## src/rtl/rv_alu_pkg.sv

```systemverilog
// ----------------------------------------------------------------------------
// rv_alu_pkg
// Definitions shared by the ID/EX issue stage and its decoder:
//   - XLEN            datapath width of the operands and immediate
//   - OP_R/OP_I/OP_BR the RV32 opcodes the stage understands
//   - ALU_*           6-bit ALU control codes driven to the ALU alu_cnt port
//   - instr_class_e   coarse instruction class used to pick immediate/rd
//   - idex_t          the contents of the ID/EX pipeline register
// ----------------------------------------------------------------------------
package rv_alu_pkg;

    localparam int XLEN = 32;

    localparam logic [6:0] OP_R  = 7'b0110011;
    localparam logic [6:0] OP_I  = 7'b0010011;
    localparam logic [6:0] OP_BR = 7'b1100011;

    // Zero is reserved to mean "illegal instruction"
    localparam logic [5:0] ALU_ILLEGAL = 6'b000000;

    localparam logic [5:0] ALU_ADD  = 6'b000001;
    localparam logic [5:0] ALU_SUB  = 6'b000010;
    localparam logic [5:0] ALU_SLL  = 6'b000011;
    localparam logic [5:0] ALU_SLT  = 6'b000100;
    localparam logic [5:0] ALU_XOR  = 6'b000110;
    localparam logic [5:0] ALU_SRL  = 6'b000111;
    localparam logic [5:0] ALU_OR   = 6'b001000;
    localparam logic [5:0] ALU_AND  = 6'b001001;

    localparam logic [5:0] ALU_ADDI = 6'b001011;
    localparam logic [5:0] ALU_SLLI = 6'b001100;
    localparam logic [5:0] ALU_SLTI = 6'b001101;
    localparam logic [5:0] ALU_ANDI = 6'b001110;
    localparam logic [5:0] ALU_XORI = 6'b001111;
    localparam logic [5:0] ALU_SRLI = 6'b010000;
    localparam logic [5:0] ALU_ORI  = 6'b010001;

    localparam logic [5:0] ALU_BEQ  = 6'b011011;
    localparam logic [5:0] ALU_BNE  = 6'b011100;
    localparam logic [5:0] ALU_BLT  = 6'b011101;
    localparam logic [5:0] ALU_BGE  = 6'b011110;

    typedef enum logic [1:0] {
        CLS_R,
        CLS_I,
        CLS_BR,
        CLS_ILL
    } instr_class_e;

    typedef struct packed {
        logic [5:0]      aluCnt;
        logic [XLEN-1:0] r1;
        logic [XLEN-1:0] r2;
        logic [XLEN-1:0] imm;
        logic [3:0]      shamt;
        logic [4:0]      rd;
        logic            illegal;
    } idex_t;

endpackage

```

## src/rtl/id_ex_stage_if.sv

```systemverilog
// ----------------------------------------------------------------------------
// id_ex_stage_if
// Bundles every signal of the ID/EX stage except clock and reset.
//   Upstream   : in_valid, in_ready, in_instr, flush
//   Reg file   : rs1_addr, rs2_addr, rs1_data, rs2_data
//   Downstream : out_valid, out_ready, out_alu_cnt, out_r1, out_r2, out_imm,
//                out_shamt, out_rd, out_illegal
//   Status     : ill_count
// Modports:
//   slave  - the stage itself
//   master - whatever surrounds the stage (fetch, reg file, ALU, bench)
// ----------------------------------------------------------------------------
interface id_ex_stage_if
    import rv_alu_pkg::*;
#(
    parameter int ILL_CNT_W = 8
);

    logic                 in_valid;
    logic                 in_ready;
    logic [31:0]          in_instr;
    logic                 flush;

    logic [4:0]           rs1_addr;
    logic [4:0]           rs2_addr;
    logic [XLEN-1:0]      rs1_data;
    logic [XLEN-1:0]      rs2_data;

    logic                 out_valid;
    logic                 out_ready;
    logic [5:0]           out_alu_cnt;
    logic [XLEN-1:0]      out_r1;
    logic [XLEN-1:0]      out_r2;
    logic [XLEN-1:0]      out_imm;
    logic [3:0]           out_shamt;
    logic [4:0]           out_rd;
    logic                 out_illegal;

    logic [ILL_CNT_W-1:0] ill_count;

    modport slave (
        input  in_valid, in_instr, flush, rs1_data, rs2_data, out_ready,
        output in_ready, rs1_addr, rs2_addr, out_valid, out_alu_cnt,
               out_r1, out_r2, out_imm, out_shamt, out_rd, out_illegal,
               ill_count
    );

    modport master (
        output in_valid, in_instr, flush, rs1_data, rs2_data, out_ready,
        input  in_ready, rs1_addr, rs2_addr, out_valid, out_alu_cnt,
               out_r1, out_r2, out_imm, out_shamt, out_rd, out_illegal,
               ill_count
    );

endinterface

```

## src/rtl/alu_ctrl_decode.sv

```systemverilog
// ----------------------------------------------------------------------------
// alu_ctrl_decode
// Purely combinational decode of one RV32 instruction word.
// Ports:
//   instr_i    in   32    instruction word
//   aluCnt_o   out  6     ALU control code, ALU_ILLEGAL when unsupported
//   imm_o      out  XLEN  sign-extended immediate (0 for R-type/illegal)
//   rd_o       out  5     destination register (0 for branch/illegal)
//   shamt_o    out  4     shift amount, instr[23:20]
//   rs1Addr_o  out  5     instr[19:15]
//   rs2Addr_o  out  5     instr[24:20]
//   illegal_o  out  1     instruction is not supported
// ----------------------------------------------------------------------------
module alu_ctrl_decode
    import rv_alu_pkg::*;
(
    input  logic [31:0]     instr_i,
    output logic [5:0]      aluCnt_o,
    output logic [XLEN-1:0] imm_o,
    output logic [4:0]      rd_o,
    output logic [3:0]      shamt_o,
    output logic [4:0]      rs1Addr_o,
    output logic [4:0]      rs2Addr_o,
    output logic            illegal_o
);

    logic [6:0]   opcode;
    logic [2:0]   funct3;
    logic         funct7b5;
    logic [5:0]   aluCnt;
    instr_class_e cls;

    // Split the instruction word into the fields the decode tables look at
    always_comb begin
        opcode    = instr_i[6:0];
        funct3    = instr_i[14:12];
        funct7b5  = instr_i[30];
        shamt_o   = instr_i[23:20];
        rs1Addr_o = instr_i[19:15];
        rs2Addr_o = instr_i[24:20];
    end

    // Opcode/funct3 table lookup. Every hole in the tables (R and I f3=011,
    // branch f3=010/011/110/111, unknown opcodes) falls through to ALU_ILLEGAL,
    // and the class is forced to CLS_ILL so the immediate and rd stay zero.
    always_comb begin
        aluCnt = ALU_ILLEGAL;
        cls    = CLS_ILL;
        case (opcode)
            OP_R: begin
                cls = CLS_R;
                case (funct3)
                    3'b000:  aluCnt = funct7b5 ? ALU_SUB : ALU_ADD;
                    3'b001:  aluCnt = ALU_SLL;
                    3'b010:  aluCnt = ALU_SLT;
                    3'b100:  aluCnt = ALU_XOR;
                    3'b101:  aluCnt = ALU_SRL;
                    3'b110:  aluCnt = ALU_OR;
                    3'b111:  aluCnt = ALU_AND;
                    default: aluCnt = ALU_ILLEGAL;
                endcase
            end
            OP_I: begin
                cls = CLS_I;
                case (funct3)
                    3'b000:  aluCnt = ALU_ADDI;
                    3'b001:  aluCnt = ALU_SLLI;
                    3'b010:  aluCnt = ALU_SLTI;
                    3'b111:  aluCnt = ALU_ANDI;
                    3'b100:  aluCnt = ALU_XORI;
                    3'b101:  aluCnt = ALU_SRLI;
                    3'b110:  aluCnt = ALU_ORI;
                    default: aluCnt = ALU_ILLEGAL;
                endcase
            end
            OP_BR: begin
                cls = CLS_BR;
                case (funct3)
                    3'b000:  aluCnt = ALU_BEQ;
                    3'b001:  aluCnt = ALU_BNE;
                    3'b100:  aluCnt = ALU_BLT;
                    3'b101:  aluCnt = ALU_BGE;
                    default: aluCnt = ALU_ILLEGAL;
                endcase
            end
            default: begin
                aluCnt = ALU_ILLEGAL;
                cls    = CLS_ILL;
            end
        endcase
        if (aluCnt == ALU_ILLEGAL) begin
            cls = CLS_ILL;
        end
    end

    // Immediate and destination register depend only on the instruction class.
    // The branch offset is rebuilt from its scattered fields with an implied
    // zero LSB.
    always_comb begin
        imm_o = '0;
        rd_o  = '0;
        case (cls)
            CLS_R: begin
                rd_o = instr_i[11:7];
            end
            CLS_I: begin
                imm_o = {{(XLEN-12){instr_i[31]}}, instr_i[31:20]};
                rd_o  = instr_i[11:7];
            end
            CLS_BR: begin
                imm_o = {{(XLEN-13){instr_i[31]}}, instr_i[31], instr_i[7],
                         instr_i[30:25], instr_i[11:8], 1'b0};
            end
            default: begin
                imm_o = '0;
                rd_o  = '0;
            end
        endcase
    end

    assign aluCnt_o  = aluCnt;
    assign illegal_o = (cls == CLS_ILL);

endmodule

```

## src/rtl/id_ex_stage.sv

```systemverilog
// ----------------------------------------------------------------------------
// id_ex_stage
// Decode/issue stage in front of the ALU. Takes one instruction per
// valid/ready handshake, decodes it, and holds the result in a single-entry
// ID/EX register that feeds the ALU.
// Ports:
//   clk    in  1   rising-edge clock
//   rst_n  in  1   asynchronous active-low reset
//   bus    id_ex_stage_if.slave  handshake, reg-file, ALU-side and status
//                                signals (see id_ex_stage_if)
// ----------------------------------------------------------------------------
module id_ex_stage
    import rv_alu_pkg::*;
#(
    parameter int ILL_CNT_W = 8
)(
    input  logic               clk,
    input  logic               rst_n,
    id_ex_stage_if.slave       bus
);

    logic [5:0]           decAluCnt;
    logic [XLEN-1:0]      decImm;
    logic [4:0]           decRd;
    logic [3:0]           decShamt;
    logic [4:0]           decRs1Addr;
    logic [4:0]           decRs2Addr;
    logic                 decIllegal;

    logic                 inReady;
    logic                 accept;
    idex_t                decoded;

    logic                 outValid_q;
    logic                 outValid_d;
    idex_t                payload_q;
    idex_t                payload_d;
    logic [ILL_CNT_W-1:0] illCount_q;
    logic [ILL_CNT_W-1:0] illCount_d;

    alu_ctrl_decode u_decode (
        .instr_i   (bus.in_instr),
        .aluCnt_o  (decAluCnt),
        .imm_o     (decImm),
        .rd_o      (decRd),
        .shamt_o   (decShamt),
        .rs1Addr_o (decRs1Addr),
        .rs2Addr_o (decRs2Addr),
        .illegal_o (decIllegal)
    );

    // Handshake plus assembly of the entry that would be loaded this cycle.
    // Register x0 always reads as zero, whatever the register file returns.
    always_comb begin
        inReady = !outValid_q || bus.out_ready;
        accept  = bus.in_valid && inReady && !bus.flush;

        decoded         = '0;
        decoded.aluCnt  = decAluCnt;
        decoded.r1      = (decRs1Addr == 5'd0) ? '0 : bus.rs1_data;
        decoded.r2      = (decRs2Addr == 5'd0) ? '0 : bus.rs2_data;
        decoded.imm     = decImm;
        decoded.shamt   = decShamt;
        decoded.rd      = decRd;
        decoded.illegal = decIllegal;
    end

    // Next-state for the ID/EX register and the illegal counter. Flush wins
    // over both accept and stall; a consumed entry with nothing new behind it
    // empties the register. Data is left untouched when not loading so held
    // values stay stable under backpressure.
    always_comb begin
        outValid_d = outValid_q;
        payload_d  = payload_q;
        illCount_d = illCount_q;
        if (bus.flush) begin
            outValid_d = 1'b0;
        end else if (accept) begin
            outValid_d = 1'b1;
            payload_d  = decoded;
            if (decIllegal && (illCount_q != {ILL_CNT_W{1'b1}})) begin
                illCount_d = illCount_q + ILL_CNT_W'(1);
            end
        end else if (bus.out_ready) begin
            outValid_d = 1'b0;
        end
    end

    // State registers, cleared asynchronously on reset
    always_ff @(posedge clk or negedge rst_n) begin
        if (!rst_n) begin
            outValid_q <= 1'b0;
            payload_q  <= '0;
            illCount_q <= '0;
        end else begin
            outValid_q <= outValid_d;
            payload_q  <= payload_d;
            illCount_q <= illCount_d;
        end
    end

    assign bus.in_ready    = inReady;
    assign bus.rs1_addr    = decRs1Addr;
    assign bus.rs2_addr    = decRs2Addr;
    assign bus.out_valid   = outValid_q;
    assign bus.out_alu_cnt = payload_q.aluCnt;
    assign bus.out_r1      = payload_q.r1;
    assign bus.out_r2      = payload_q.r2;
    assign bus.out_imm     = payload_q.imm;
    assign bus.out_shamt   = payload_q.shamt;
    assign bus.out_rd      = payload_q.rd;
    assign bus.out_illegal = payload_q.illegal;
    assign bus.ill_count   = illCount_q;

endmodule

```

## src/flat_wrapper.sv

```systemverilog
// flat-port wrapper written by rule: the top's interface ports become plain ports
module id_ex_stage_flat import rv_alu_pkg::*;
#(
    parameter int ILL_CNT_W = 8
)
  (clk, rst_n, bus_in_valid, bus_in_instr, bus_flush, bus_rs1_data, bus_rs2_data, bus_out_ready, bus_in_ready, bus_rs1_addr, bus_rs2_addr, bus_out_valid, bus_out_alu_cnt, bus_out_r1, bus_out_r2, bus_out_imm, bus_out_shamt, bus_out_rd, bus_out_illegal, bus_ill_count);
  id_ex_stage_if #(.ILL_CNT_W(ILL_CNT_W)) bus_i ();
  input  logic clk;
  input  logic rst_n;
  input wire logic [$bits(bus_i.in_valid)-1:0] bus_in_valid;
  input wire logic [$bits(bus_i.in_instr)-1:0] bus_in_instr;
  input wire logic [$bits(bus_i.flush)-1:0] bus_flush;
  input wire logic [$bits(bus_i.rs1_data)-1:0] bus_rs1_data;
  input wire logic [$bits(bus_i.rs2_data)-1:0] bus_rs2_data;
  input wire logic [$bits(bus_i.out_ready)-1:0] bus_out_ready;
  output wire logic [$bits(bus_i.in_ready)-1:0] bus_in_ready;
  output wire logic [$bits(bus_i.rs1_addr)-1:0] bus_rs1_addr;
  output wire logic [$bits(bus_i.rs2_addr)-1:0] bus_rs2_addr;
  output wire logic [$bits(bus_i.out_valid)-1:0] bus_out_valid;
  output wire logic [$bits(bus_i.out_alu_cnt)-1:0] bus_out_alu_cnt;
  output wire logic [$bits(bus_i.out_r1)-1:0] bus_out_r1;
  output wire logic [$bits(bus_i.out_r2)-1:0] bus_out_r2;
  output wire logic [$bits(bus_i.out_imm)-1:0] bus_out_imm;
  output wire logic [$bits(bus_i.out_shamt)-1:0] bus_out_shamt;
  output wire logic [$bits(bus_i.out_rd)-1:0] bus_out_rd;
  output wire logic [$bits(bus_i.out_illegal)-1:0] bus_out_illegal;
  output wire logic [$bits(bus_i.ill_count)-1:0] bus_ill_count;
  assign bus_i.in_valid = bus_in_valid;
  assign bus_i.in_instr = bus_in_instr;
  assign bus_i.flush = bus_flush;
  assign bus_i.rs1_data = bus_rs1_data;
  assign bus_i.rs2_data = bus_rs2_data;
  assign bus_i.out_ready = bus_out_ready;
  assign bus_in_ready = bus_i.in_ready;
  assign bus_rs1_addr = bus_i.rs1_addr;
  assign bus_rs2_addr = bus_i.rs2_addr;
  assign bus_out_valid = bus_i.out_valid;
  assign bus_out_alu_cnt = bus_i.out_alu_cnt;
  assign bus_out_r1 = bus_i.out_r1;
  assign bus_out_r2 = bus_i.out_r2;
  assign bus_out_imm = bus_i.out_imm;
  assign bus_out_shamt = bus_i.out_shamt;
  assign bus_out_rd = bus_i.out_rd;
  assign bus_out_illegal = bus_i.out_illegal;
  assign bus_ill_count = bus_i.ill_count;
  id_ex_stage #(.ILL_CNT_W(ILL_CNT_W)) u_core (.clk(clk), .rst_n(rst_n), .bus(bus_i));
endmodule
```

## config.mk

```make
export PLATFORM = sky130hd
export DESIGN_NAME = id_ex_stage_flat
export DESIGN_NICKNAME = d
export VERILOG_FILES = /design/src/rtl/rv_alu_pkg.sv /design/src/rtl/id_ex_stage_if.sv /design/src/rtl/alu_ctrl_decode.sv /design/src/rtl/id_ex_stage.sv /design/src/flat_wrapper.sv
export SDC_FILE = /design/constraint.sdc
export NUM_CORES = 1
export LEC_CHECK = 0
export BUFFER_PORTS_ARGS = -buffer_cell sky130_fd_sc_hd__clkbuf_2
export CAP_MARGIN = 10
export CELL_PAD_IN_SITES_DETAIL_PLACEMENT = 0
export CELL_PAD_IN_SITES_GLOBAL_PLACEMENT = 1
export CORE_MARGIN = 2
export CORE_UTILIZATION = 31
export CTS_BUF_LIST = sky130_fd_sc_hd__clkbuf_8
export DETAILED_ROUTE_END_ITERATION = 12
export PLACE_DENSITY_LB_ADDON = 0.1
export RECOVER_POWER = 25
export SETUP_SLACK_MARGIN = 0.2
export SYNTH_ARGS = -nofsm -noshare
export SYNTH_HDL_FRONTEND = slang
export SYNTH_SLANG_ARGS = --single-unit
```

## constraint.sdc

```tcl
create_clock -name clk -period 1.6 [get_ports clk]
set_input_delay 0.16 -clock clk [delete_from_list [all_inputs] [get_ports clk]]
set_output_delay 0.16 -clock clk [all_outputs]
set_load 0.1 [all_outputs]
```

==> flow_summary_export.csv <==
group,metric,value,unit
synthesis,ys_ff_latch,101,
worst_setup_path,cp-end-kind,"flip-flop",
synthesis,yosys_warnings,0,
routing,firstDrtPassIters,4,
clock_network,cts_tree,"yes",
floorplanning,start_util,0.317,
timing,fmax,482,MHz
place,port_buffers,231,
timing,fin_tns_setup,-16830,ps
grt,first_global_vias,4358,
place,finalWeightedCongestion,0.829,
flow_run,cap_violations,0,
timing,finClkSkew,9.23,ps
worst_setup_path,start_kind,"primary input",
timing,finalHoldViolations,0,
floorplanning,row_count,43,
synthesis,yosysSeqAreaShare,0.571,
clock_network,clkTransAtPathRegs,90,ps
routing,first_iter_violations,140,
place,dp.cells,781,
final_layout,area_delta_synth_final,84.1,%
clock_network,clk_latency,380,ps
grt,grt_max_degree,41,
routing,wl_per_cell,17.2,um
final_layout,layout.cells.non_filler,909,
status,run_status,"finished, violations left",
place,dp_hpwl,9820,um
pwr,p_leak,4.00,nW
timing,finalCritPeriodShare,1.30,
worst_setup_path,criticalPathCategory,"in -> reg",
routing,drc,0,
synthesis,synthArstFlopShare,1.00,
timing,min_period,2080,ps
timing,slew_viol_final,0,
grt,antenna_found_initial,0,
floorplanning,die_area,15200,um^2
worst_setup_path,arrival,2330,ps
final_layout,final_layout_size_suffix_gt1_frac,0.519,
synthesis,synth_edf_count,0,
clock_network,cts_root_buf,"clkbuf_8",
worst_setup_path,cp.required,1860,ps
timing,rsz0062_at_grt,"yes",
grt,grtUsageTotal,0.202,
clock_network,numCtsBuffers,9,
synthesis,synthCells,378,
routing,totalWireLength,15600,um
final_layout,nets,832,
synthesis,syn_nets,484,
clock_network,cts.path.max_buffers,2,
floorplanning,die_w,123,um
final_layout,diodes,0,
floorplanning,die_y,123,um
routing,ant_nets,0,
synthesis,synth_cell_types,46,
timing,setup-violations-final,93,
final_layout,finish.utilization,0.584,
pwr,ir_worst_vdd,0.960,mV
routing,num_vias,4324,
synthesis,ys.flop_type,"dfrtp_1",
floorplanning,io_pins,233,
timing,holdWs,25.9,ps
timing,worst_pin_slew,1170,ps
grt,grt_overflow,0,
synthesis,syn_area_per_cell,11.7,um^2
floorplanning,core-area,13900,um^2
worst_setup_path,critPathMaxFanout,12,
grt,grt_pass1_wl,23100,um
pwr,p_total,9.16,mW
clock_network,clock_sinks,101,
status,violations,"negative setup slack",
worst_hold_path,hold_class,"in -> reg",
routing,viasPerCell,4.76,
timing,max_slew_margin,0.227,
timing,worst_slack,-475,ps
synthesis,syn_area,4420,um^2
clock_network,htreeDepth,3,
pwr,p_per_area,1120,nW/um^2
-- routing by layer --
layer	share of wire	GRT usage	up-vias
met5	0	0	-
met4	0.0095	0.0504	0
met3	0.059	0.0554	11
met2	0.52	0.354	139
met1	0.41	0.244	2123
li1	-	-	2051
-- repair_timing --
| item | in CTS | in global routing |
|---|---|---|
| hold buffers | 70 | 0 |
| endpoints found under the setup margin | 145 | 186 |
| gates cloned | 12 | 1 |
| gates resized for setup | 94 | 151 |
| endpoints found under the hold margin | 93 | 0 |
| setup buffers | 28 | 3 |
| pin swaps | 22 | 13 |
-- sequential cells by signal (all words and copies together) (netlist names) --
signal	flops
u_core.bus.out_r1	32
u_core.bus.out_r2	32
u_core.bus.out_imm	13
u_core.bus.ill_count	8
u_core.bus.out_alu_cnt	5
u_core.bus.out_rd	5
u_core.bus.out_shamt	4
u_core.bus.out_illegal	1
u_core.bus.out_valid	1
-- cell families after synthesis --
logic type                 after synthesis  synth area share
AOI/OAI and AO/OA                      122             0.214
xor gates and xnor gates                 7            0.0139
adders and majority gates                5            0.0141
buffers and inverters                   57            0.0803
DFF                                    101             0.571
muxes                                    2           0.00509
other                                    1          0.000848
and+or+nand+nor                         83            0.0999
-- through the flow --
stage	area, um^2	setup slack (ps)
after global placement	5990	-849
after detailed placement	5990	-956
final	8140	-475
after CTS	7750	-467
after floorplan	4580	-721
after global routing	8140	-560
-- path summary, 6_finish.rpt --
kind                                         startpoint                      end  slack [ps]  cells after the start
worst max-delay path                   bus_in_instr[12]  u_core.bus.ill_count[7]        -480                     11
worst min-delay path                   bus_rs1_data[13]    u_core.bus.out_r1[13]          30                      2
worst max register to register     u_core.bus.out_valid  u_core.bus.ill_count[7]        -220                      6
worst min register to register  u_core.bus.out_shamt[3]  u_core.bus.out_shamt[3]         490                      2
max in group asynchronous                         rst_n     u_core.bus.out_r2[4]         190                      3
min in group asynchronous                         rst_n    u_core.bus.out_r2[16]         380                      2
-- final cells by class --
| class | count | area (um^2) |
|---|---|---|
| inverters | 5 | 26.3 |
| clock inverters | 5 | 61.3 |
| flip-flops and latches | 101 | 2530 |
| repair buffers | 389 | 3400 |
| clock buffers | 9 | 124 |
| well taps | 180 | 225 |
| fillers | 1191 | 5790 |
| multi-input cells | 220 | 1770 |
-- worst max-delay path: stages --
cell and delay [ps]:
buf_6 90, buf_4 170, xor2_1 170, a311oi_2 320, nor4b_2 80, buf_4 150
or3_4 400, ha_4 170, and4_1 180, nand4_1 110, mux2_4 310
-- where the power goes --
part / internal (mW) / switching [mW]
registers: 2.89 / 0.255
clock network: 0.711 / 0.875
logic: 1.09 / 3.34
total: 4.69 / 4.47
-- synth_stat cells (2+ instances only) --
| cell type | instances | area share |
|---|---|---|
| ha_1 | 5 | 0.014 |
| dfrtp_1 | 101 | 0.57 |
| xnor2_1 | 3 | 0.0059 |
| a31oi_1 | 3 | 0.0042 |
| nand2_1 | 33 | 0.028 |
| xor2_1 | 4 | 0.0079 |
| clkbuf_1 | 8 | 0.0068 |
| inv_1 | 4 | 0.0034 |
| o21ai_0 | 10 | 0.011 |
| a22oi_1 | 6 | 0.010 |
| buf_4 | 32 | 0.054 |
| o21ai_1 | 10 | 0.011 |
| nor3_1 | 4 | 0.0045 |
| buf_2 | 11 | 0.012 |
| and4bb_2 | 2 | 0.0057 |
| mux2_1 | 2 | 0.0051 |
| nor2_1 | 17 | 0.014 |
| o22ai_1 | 2 | 0.0028 |
| a21oi_1 | 7 | 0.0079 |
| and4_1 | 2 | 0.0040 |
| nand2b_1 | 4 | 0.0057 |
| a22o_1 | 78 | 0.15 |
| nand3_1 | 7 | 0.0079 |
-- layout by cell type, fill, tap and decap left out, drive strengths merged, types with 5 or more instances in the layout --
master and count:
nand2 33, inv 6, nand3 7, o21ai 20
dfrtp 101, a22o 78, buf 171, a22oi 6
a21oi 8, ha 5, nor2 17, dlygate4sd3 70
clkbuf 156
Power figures use the tool's default switching activity.
